$ cat src/rtl/freq_meas_sched.sv
// Round-robin scheduler sharing one gated frequency counter among NCH test-clock channels.
// Picks a channel, lets the clock mux settle, opens the gate window, then publishes the tagged count.
module freq_meas_sched #(
  parameter int NCH         = 4,
  parameter int CH_W        = 2,
  parameter int CNT_W       = 32,
  parameter int GATE_CYC    = 125_000_000,
  parameter int SETTLE_CYC  = 16,
  parameter int TIMEOUT_CYC = 1024
) (
  input  logic             refclk_i,
  input  logic             rst_i,
  input  logic [NCH-1:0]   req_i,
  output logic [CH_W-1:0]  sel_o,
  output logic             gate_o,
  input  logic [CNT_W-1:0] count_i,
  input  logic             count_vld_i,
  output logic [CNT_W-1:0] result_o,
  output logic [CH_W-1:0]  result_ch_o,
  output logic             result_vld_o,
  output logic             result_err_o,
  output logic             busy_o
);

  // state  | meaning
  // IDLE   | no measurement running; grants the next requester round-robin
  // SETTLE | mux select applied, gate held low while the selected clock settles
  // GATE   | gate_o high, counter accumulating test-clock edges
  // WAIT   | gate closed, waiting for the counter's result or the timeout

  localparam int MAX_A   = (GATE_CYC > SETTLE_CYC) ? GATE_CYC : SETTLE_CYC;
  localparam int MAX_CYC = (MAX_A > TIMEOUT_CYC) ? MAX_A : TIMEOUT_CYC;
  localparam int TW      = $clog2(MAX_CYC + 1);

  typedef enum logic [1:0] {IDLE, SETTLE, GATE, WAIT} state_t;

  state_t          state;
  logic [TW-1:0]   tmr;
  logic [CH_W-1:0] last;
  logic [CH_W-1:0] grant;
  logic [CH_W-1:0] idx;
  logic            found;

  // Search starts just after the last granted channel so every requester gets a turn.
  always_comb begin
    grant = '0;
    found = 1'b0;
    idx   = '0;
    for (int i = 1; i <= NCH; i++) begin
      idx = CH_W'((int'(last) + i) % NCH);
      if (!found && req_i[idx]) begin
        grant = idx;
        found = 1'b1;
      end
    end
  end

  always_ff @(posedge refclk_i or posedge rst_i) begin
    if (rst_i) begin
      state        <= IDLE;
      tmr          <= '0;
      last         <= CH_W'(NCH - 1);
      sel_o        <= '0;
      gate_o       <= 1'b0;
      result_o     <= '0;
      result_ch_o  <= '0;
      result_vld_o <= 1'b0;
      result_err_o <= 1'b0;
      busy_o       <= 1'b0;
    end else begin
      result_vld_o <= 1'b0;
      case (state)
        IDLE: begin
          if (found) begin
            sel_o  <= grant;
            last   <= grant;
            tmr    <= TW'(SETTLE_CYC - 1);
            busy_o <= 1'b1;
            state  <= SETTLE;
          end
        end
        SETTLE: begin
          if (tmr == '0) begin
            gate_o <= 1'b1;
            tmr    <= TW'(GATE_CYC - 1);
            state  <= GATE;
          end else begin
            tmr <= tmr - 1'b1;
          end
        end
        GATE: begin
          if (tmr == '0) begin
            gate_o <= 1'b0;
            tmr    <= TW'(TIMEOUT_CYC - 1);
            state  <= WAIT;
          end else begin
            tmr <= tmr - 1'b1;
          end
        end
        WAIT: begin
          // A valid count arriving on the last timeout cycle still wins.
          if (count_vld_i || tmr == '0) begin
            result_o     <= count_vld_i ? count_i : '0;
            result_err_o <= !count_vld_i;
            result_ch_o  <= sel_o;
            result_vld_o <= 1'b1;
            busy_o       <= 1'b0;
            tmr          <= '0;
            state        <= IDLE;
          end else begin
            tmr <= tmr - 1'b1;
          end
        end
        default: state <= IDLE;
      endcase
    end
  end

endmodule
$ cat config.mk
export PLATFORM = sky130hd
export DESIGN_NAME = freq_meas_sched
export DESIGN_NICKNAME = d
export VERILOG_FILES = /design/src/rtl/freq_meas_sched.sv
export SDC_FILE = /design/constraint.sdc
export NUM_CORES = 1
export LEC_CHECK = 0
export CORE_UTILIZATION = 54
export CTS_CLUSTER_SIZE = 24
export DETAILED_ROUTE_END_ITERATION = 6
export GPL_TIMING_DRIVEN = 1
export PLACE_DENSITY = 0.85
export SYNTH_ARGS = -nofsm -noshare
export SYNTH_HDL_FRONTEND = slang
export SYNTH_SLANG_ARGS = --single-unit
$ cat constraint.sdc
create_clock -name refclk_i -period 5.5 [get_ports refclk_i]
set_clock_uncertainty 0.2 [all_clocks]
set_input_delay 1.1 -clock refclk_i [delete_from_list [all_inputs] [get_ports refclk_i]]
set_output_delay 1.1 -clock refclk_i [all_outputs]
set_load 0.005 [all_outputs]
==> results of run 1 <==
## per-layer routing
layer | vias up | track usage, %
li1 | 1426 | -
met1 | 1449 | 35.1
met2 | 119 | 45.8
met3 | 15 | 8.68
met4 | 0 | 9.82
met5 | - | 0
## flip-flops by register name (all words and copies together), names as in the netlist
signal / cells
result_o: 32
tmr: 27
last: 2
result_ch_o: 2
sel_o: 2
state: 2
busy_o: 1
gate_o: 1
result_err_o: 1
result_vld_o: 1
## how the worst min path moves through the flow
stage,start,to,slack (ns),cells after the start
6_report,tmr[19]$_DFFE_PP0P_,tmr[19]$_DFFE_PP0P_,0.28,1
5_1_grt,tmr[19]$_DFFE_PP0P_,tmr[19]$_DFFE_PP0P_,0.29,1
4_1_cts,tmr[19]$_DFFE_PP0P_,tmr[19]$_DFFE_PP0P_,0.28,1
3_5_place_dp,tmr[19]$_DFFE_PP0P_,tmr[19]$_DFFE_PP0P_,0.27,1
3_3_place_gp,result_ch_o[0]$_DFFE_PP0P_,result_ch_o[0]$_DFFE_PP0P_,0.26,2
2_1_floorplan,tmr[19]$_DFFE_PP0P_,tmr[19]$_DFFE_PP0P_,0.24,1
## worst max-delay path, cell delays in order
cell and delay (ns):
clkdlybuf4s50_1 0.46, nor4_1 0.68, nand2_2 0.48, o21ai_0 0.33
mux2_2 0.38
## cells by family (layout without fill, tap and decap cells)
group	after synthesis	after routing	synth area share [%]
adders and majority gates	7	7	2.52
buffers and inverters	33	111	4.43
and+or+nand+nor	105	105	15.3
AOI/OAI and AO/OA	125	125	26.1
muxes	1	1	0.324
DFF	71	71	51.3
## through the flow
stage / std cells / total power, W
3_3_place_gp: 479 / 0.00220
2_1_floorplan: 342 / 0.00176
4_1_cts: 495 / 0.00271
3_5_place_dp: 479 / 0.00225
5_1_grt: 495 / 0.00292
6_report: 495 / 0.00271
## placed cells by master, fill, tap and decap left out, types with 3 or more instances in the layout
cell type | netlist | layout
nand2_1 | 20 | 20
clkdlybuf4s50_1 | 0 | 78
ha_1 | 7 | 7
dfrtp_1 | 69 | 69
o2bb2ai_1 | 10 | 10
nor2_1 | 31 | 31
a22o_1 | 32 | 32
inv_1 | 14 | 13
or3_1 | 3 | 3
o221ai_1 | 3 | 3
nand2b_1 | 6 | 6
nor4_1 | 5 | 5
o21ai_1 | 3 | 3
nor3_1 | 15 | 15
buf_4 | 0 | 3
a31oi_1 | 4 | 4
clkbuf_8 | 0 | 9
o31ai_1 | 3 | 3
nand3_1 | 3 | 3
nand4_1 | 3 | 3
a21oi_1 | 26 | 26
o21ai_0 | 15 | 15
and2_1 | 4 | 4
a22oi_1 | 3 | 3
## power breakdown
| group | switching [W] | internal [W] |
|---|---|---|
| clock | 0.000196 | 0.000254 |
| sequential | 0.000146 | 0.000739 |
| combinational | 0.000707 | 0.000670 |
| total | 0.00105 | 0.00166 |
## final cells by class
type                       instances  share of cell area (%)
clock inverter                     6                    1.90
tap                               75                    2.09
clock buffer                      10                    2.85
multi-input combinational        238                    34.3
inverter                          14                    1.17
sequential                        71                    39.7
timing repair buffer              81                    17.9
==> qor.yml, run 1 <==
synth.most_common_cell: "dfrtp_1"
initial_core_util_pct: 57.3
grt_remaining_overflow: 0
p_leak_nw: 1.96
hp-class: "reg -> reg"
synth_nets: 388
synth.top_cell.area_share_pct: 49.7
row_count: 28
syn_inst: 342
maxSlewHeadroom_pct: 21.0
timing.final.ws_setup_ns: 2.10
clk_pin_slew_worst_paths_ns: 0.07
utilization_pct: 73.9
synthArstFlopShare_pct: 100
clockBufferDepth: 2
cts_buffers: 9
met1_length_um: 3700
hold_buffers: 0
final.setup.tns_ns: 0
setup_violations: 0
drc_errors: 0
wl_met3_um: 856
diodes: 0
fmax_ghz: 0.294
whs_ns: 0.278
place_area_um2: 4270
grt_pass1_vias: 2863
ys_seq_area_share_pct: 51.3
io_buffers: 78
grt_pass1_wl_um: 13900
clockRootBuffer: "clkbuf_8"
wl_per_cell_um: 17.7
vias: 3009
die_w_um: 82.2
netlist_area_um2: 3470
die_h_um: 82.2
num-fill-cells: 414
ys_types: 59
antenna_found_initial: 0
ff2ff_path_depth: 7
synth-edff-count: 0
worst_setup_path_end_kind: "flop"
postCtsResizedCells: 0
pwr_density_cell_nw_per_um2: 606
cts.sinks: 71
ant_nets: 0
cts_tree: "yes"
period_minus_slack_ns: 3.40
crit_required_ns: 5.54
reg2reg_to: "tmr[3]$_DFFE_PP0P_"
dieArea_um2: 6750
yosys_warnings: 0
synth_largest_area_cell: "dfrtp_1"
synth-seq-cells: 71
multiInputGateArea_um2: 1540
viasPerCell: 6.08
dr.pass1.iters: 4
io_pins: 79
worstPathMaxFanout: 26
core_area_um2: 6060
post-place-ws_ns: 1.79
rsz0062_at_grt: "no"
ir_worst_vdd_v: 0.000323
finalMaxSlewViolations: 0
avgSynthCellArea_um2: 10.1
hold_viol_final: 0
endpoint: "state[1]$_DFFE_PP0P_"
area_growth_pct: 29.1
drive_gt1_share_pct: 7.86
clk_latency_ns: 0.35
top_layer: "met4"
dpl.hpwl_um: 6050
crit_start: "req_i[0]"
seqCellArea_um2: 1780
r2r-start: "tmr[10]$_DFFE_PP0P_"
grt_max_degree: 43
nNetsFinal: 461
gp_congestion: 0.911
fin_crit_sh_pct: 61.8
wirelength_um: 8780
grt_usage_pct: 28.0
drt_iter0_drc: 155
ys_top_cells_by_count: "dfrtp_1 (69), a22o_1 (32), nor2_1 (31)"
crit_type: "in -> reg"
cp-start-kind: "input port"
stdcell_area_um2: 4480
cp.arrival_ns: 3.44
dr_wl_met2_um: 4080
ys.flop_type: "dfrtp_1"
run_status: "finished, final reports clean"
synth_area_leaders: "dfrtp_1 (50%), a22o_1 (8.1%), a21oi_1 (3.7%)"
drv_cap: 0
cts_setup_buffers: 0
worst_slew_pin_slew_ns: 1.18
h-tree-depth: 3
r2r_slack_ns: 2.34
(Power assumes the default switching activity.)
==> run 2: changes to the inputs <==
CORE_UTILIZATION = 50   (was 54)
PLACE_DENSITY = 0.8   (was 0.85)
clock period = 3.3 ns   (was 5.5 ns; I/O delays follow)
==> run 2 against run 1 <==
  * Worst setup slack got worse by 1.8 ns
  * Routed wire length fell by 4.8%
  * Total power rose by 66%
  * Worst hold slack improved by 0.0051 ns
  * Global-route usage fell by 3.4 points
  * Design area rose by 1.8%
  * Non-clock buffer count rose by 11
  * Die area rose by 7.8%
  * Largest power group unchanged
==> qor.yml, run 2 (synthesis results as in run 1) <==
die_w_um: 85.3  # +3.8%
setup_violations: 0  # unchanged
ant_nets: 0  # unchanged
dp.cells: 492  # +2.7%
hold_viol_final: 0  # unchanged
io_pins: 79  # unchanged
cts.sinks: 71  # unchanged
dieArea_um2: 7280  # +7.8%
cp-start-kind: "flop"
ir_worst_vdd_v: 0.000489  # +52%
crit_required_ns: 3.29  # -2.25 ns
cts_tree: "yes"
top_regs: "result_o (32), tmr (27)"
rsz0062_at_grt: "no"
drv_cap: 0  # unchanged
ff2ff_path_depth: 7  # unchanged
final_common_cell: "clkdlybuf4s50_1"
io_buffers: 78  # unchanged
run_status: "finished, final reports clean"
vias: 3000  # -0.30%
max_flop_register: "result_o"
clockRootBuffer: "clkbuf_8"
row_count: 29  # +3.6%
period_minus_slack_ns: 2.98
drc_errors: 0  # unchanged
p_leak_nw: 2.00  # +2.1%
num-fill-cells: 475  # +15%
dr.pass1.iters: 4  # unchanged
grt_pass1_vias: 2853  # -0.35%
grt_remaining_overflow: 0  # unchanged
whs_ns: 0.283  # +0.00508 ns
maxSlewHeadroom_pct: 54.6  # +34 points
hp-class: "reg -> reg"
core_area_um2: 6530  # +7.8%
grt_pass1_wl_um: 13800  # -0.85%
crit_type: "reg -> reg"
reg2reg_to: "tmr[1]$_DFFE_PP0P_"
fin_crit_sh_pct: 90.3
grt_usage_pct: 24.6  # -3.4 points
worstPathMaxFanout: 13  # -50%
nNetsFinal: 472  # +2.4%
dpl.hpwl_um: 5930  # -2.0%
stdcell_count: 508  # +2.6%
cts_buffers: 9  # unchanged
drt_iter0_drc: 157  # +1.3%
clk_latency_ns: 0.35  # about the same
holdPathEnd: "tmr[12]$_DFFE_PP0P_"
final.setup.tns_ns: 0  # unchanged
gp_congestion: 0.908  # -0.32%
area_growth_pct: 31.3
pwr_density_cell_nw_per_um2: 991  # +64%
timing.final.ws_setup_ns: 0.320  # -1.78 ns
hold_buffers: 0  # unchanged
initial_core_util_pct: 53.1  # -4.1 points
worst_setup_path_end_kind: "flop"
post-place-ws_ns: 0.392  # -1.40 ns
fmax_ghz: 0.336
r2r-start: "tmr[22]$_DFFE_PP0P_"
diodes: 0  # unchanged
clk_pin_slew_worst_paths_ns: 0.08  # about the same
largest_reg_flops: 32  # unchanged
drive_gt1_share_pct: 10.4  # +2.6 points
hold_start: "tmr[12]$_DFFE_PP0P_"
cp.arrival_ns: 2.97  # -0.47 ns
worst_slew_pin_slew_ns: 0.674  # -0.510 ns
h-tree-depth: 3  # unchanged
wl_per_cell_um: 16.4  # -7.2%
layout_common_cells: "clkdlybuf4s50_1 (78), dfrtp_1 (69), a22o_1 (32)"
hold_path_depth: 1  # unchanged
postCtsResizedCells: 0  # unchanged
finalMaxSlewViolations: 0  # unchanged
viasPerCell: 5.91  # -2.9%
cts_setup_buffers: 0  # unchanged
wirelength_um: 8360  # -4.8%
die_h_um: 85.3  # +3.8%
clockBufferDepth: 2  # unchanged
r2r_slack_ns: 0.32  # -2.02 ns
grt_max_degree: 38  # -12%
antenna_found_initial: 0  # unchanged
[run 2: layout make-up]
| class | instances | area (um^2) | area share, % |
|---|---|---|---|
| clock buffers | 10 | 138 | 3.02 |
| clock inverters | 6 | 68.8 | 1.51 |
| inverters | 14 | 52.6 | 1.15 |
| multi-input cells | 238 | 1540 | 33.7 |
| flip-flops and latches | 71 | 1780 | 39.0 |
| well taps | 77 | 96.3 | 2.11 |
| repair buffers | 92 | 886 | 19.4 |
[run 2: routing by layer]
layer  vias to the layer above  routed length (um)  part of all wire, %  GRT usage, %
li1                       1448                   -                    -             -
met1                      1419                3940                   47          34.0
met2                       120                3760                   45          37.1
met3                        13                 532                  6.4          6.03
met4                         0                 123                  1.5          10.8
met5                         -                   0                    0             0
[run 2: per-stage QoR]
step                instance area, um^2  total power (W)  util, %
floorplan                          3470          0.00293        -
global placement                   4350          0.00375     66.6
detailed placement                 4350          0.00380     66.6
CTS                                4560          0.00453     69.8
global route                       4560          0.00486     69.8
finish                             4560          0.00452     69.8
[run 2: how the worst max path moves through the flow]
stage	start	to	slack (ns)	cells past startpoint
floorplan	rst_i	busy_o$_DFFE_PP0P_	0.65	1
global placement	tmr[22]$_DFFE_PP0P_	tmr[8]$_DFFE_PP0P_	0.44	7
detailed placement	tmr[22]$_DFFE_PP0P_	tmr[1]$_DFFE_PP0P_	0.39	7
CTS	tmr[22]$_DFFE_PP0P_	tmr[8]$_DFFE_PP0P_	0.37	7
global route	tmr[22]$_DFFE_PP0P_	tmr[1]$_DFFE_PP0P_	0.15	7
finish	tmr[22]$_DFFE_PP0P_	tmr[1]$_DFFE_PP0P_	0.32	7
[run 2: critical path, cell delays in order, from the launching register on]
cell and delay (ns):
dfrtp_1 0.45, nor4_1 0.64, nand4_1 0.34, nor3_4 0.42
buf_4 0.27, o21ba_2 0.20, and2_1 0.21, a221oi_1 0.08
[run 2: report_power, final]
part           switching [W]  leakage [nW]  internal, W
combinational        0.00117          1.01      0.00117
clock               0.000339        0.0912     0.000372
sequential          0.000232         0.905      0.00123
total                0.00174          2.00      0.00277
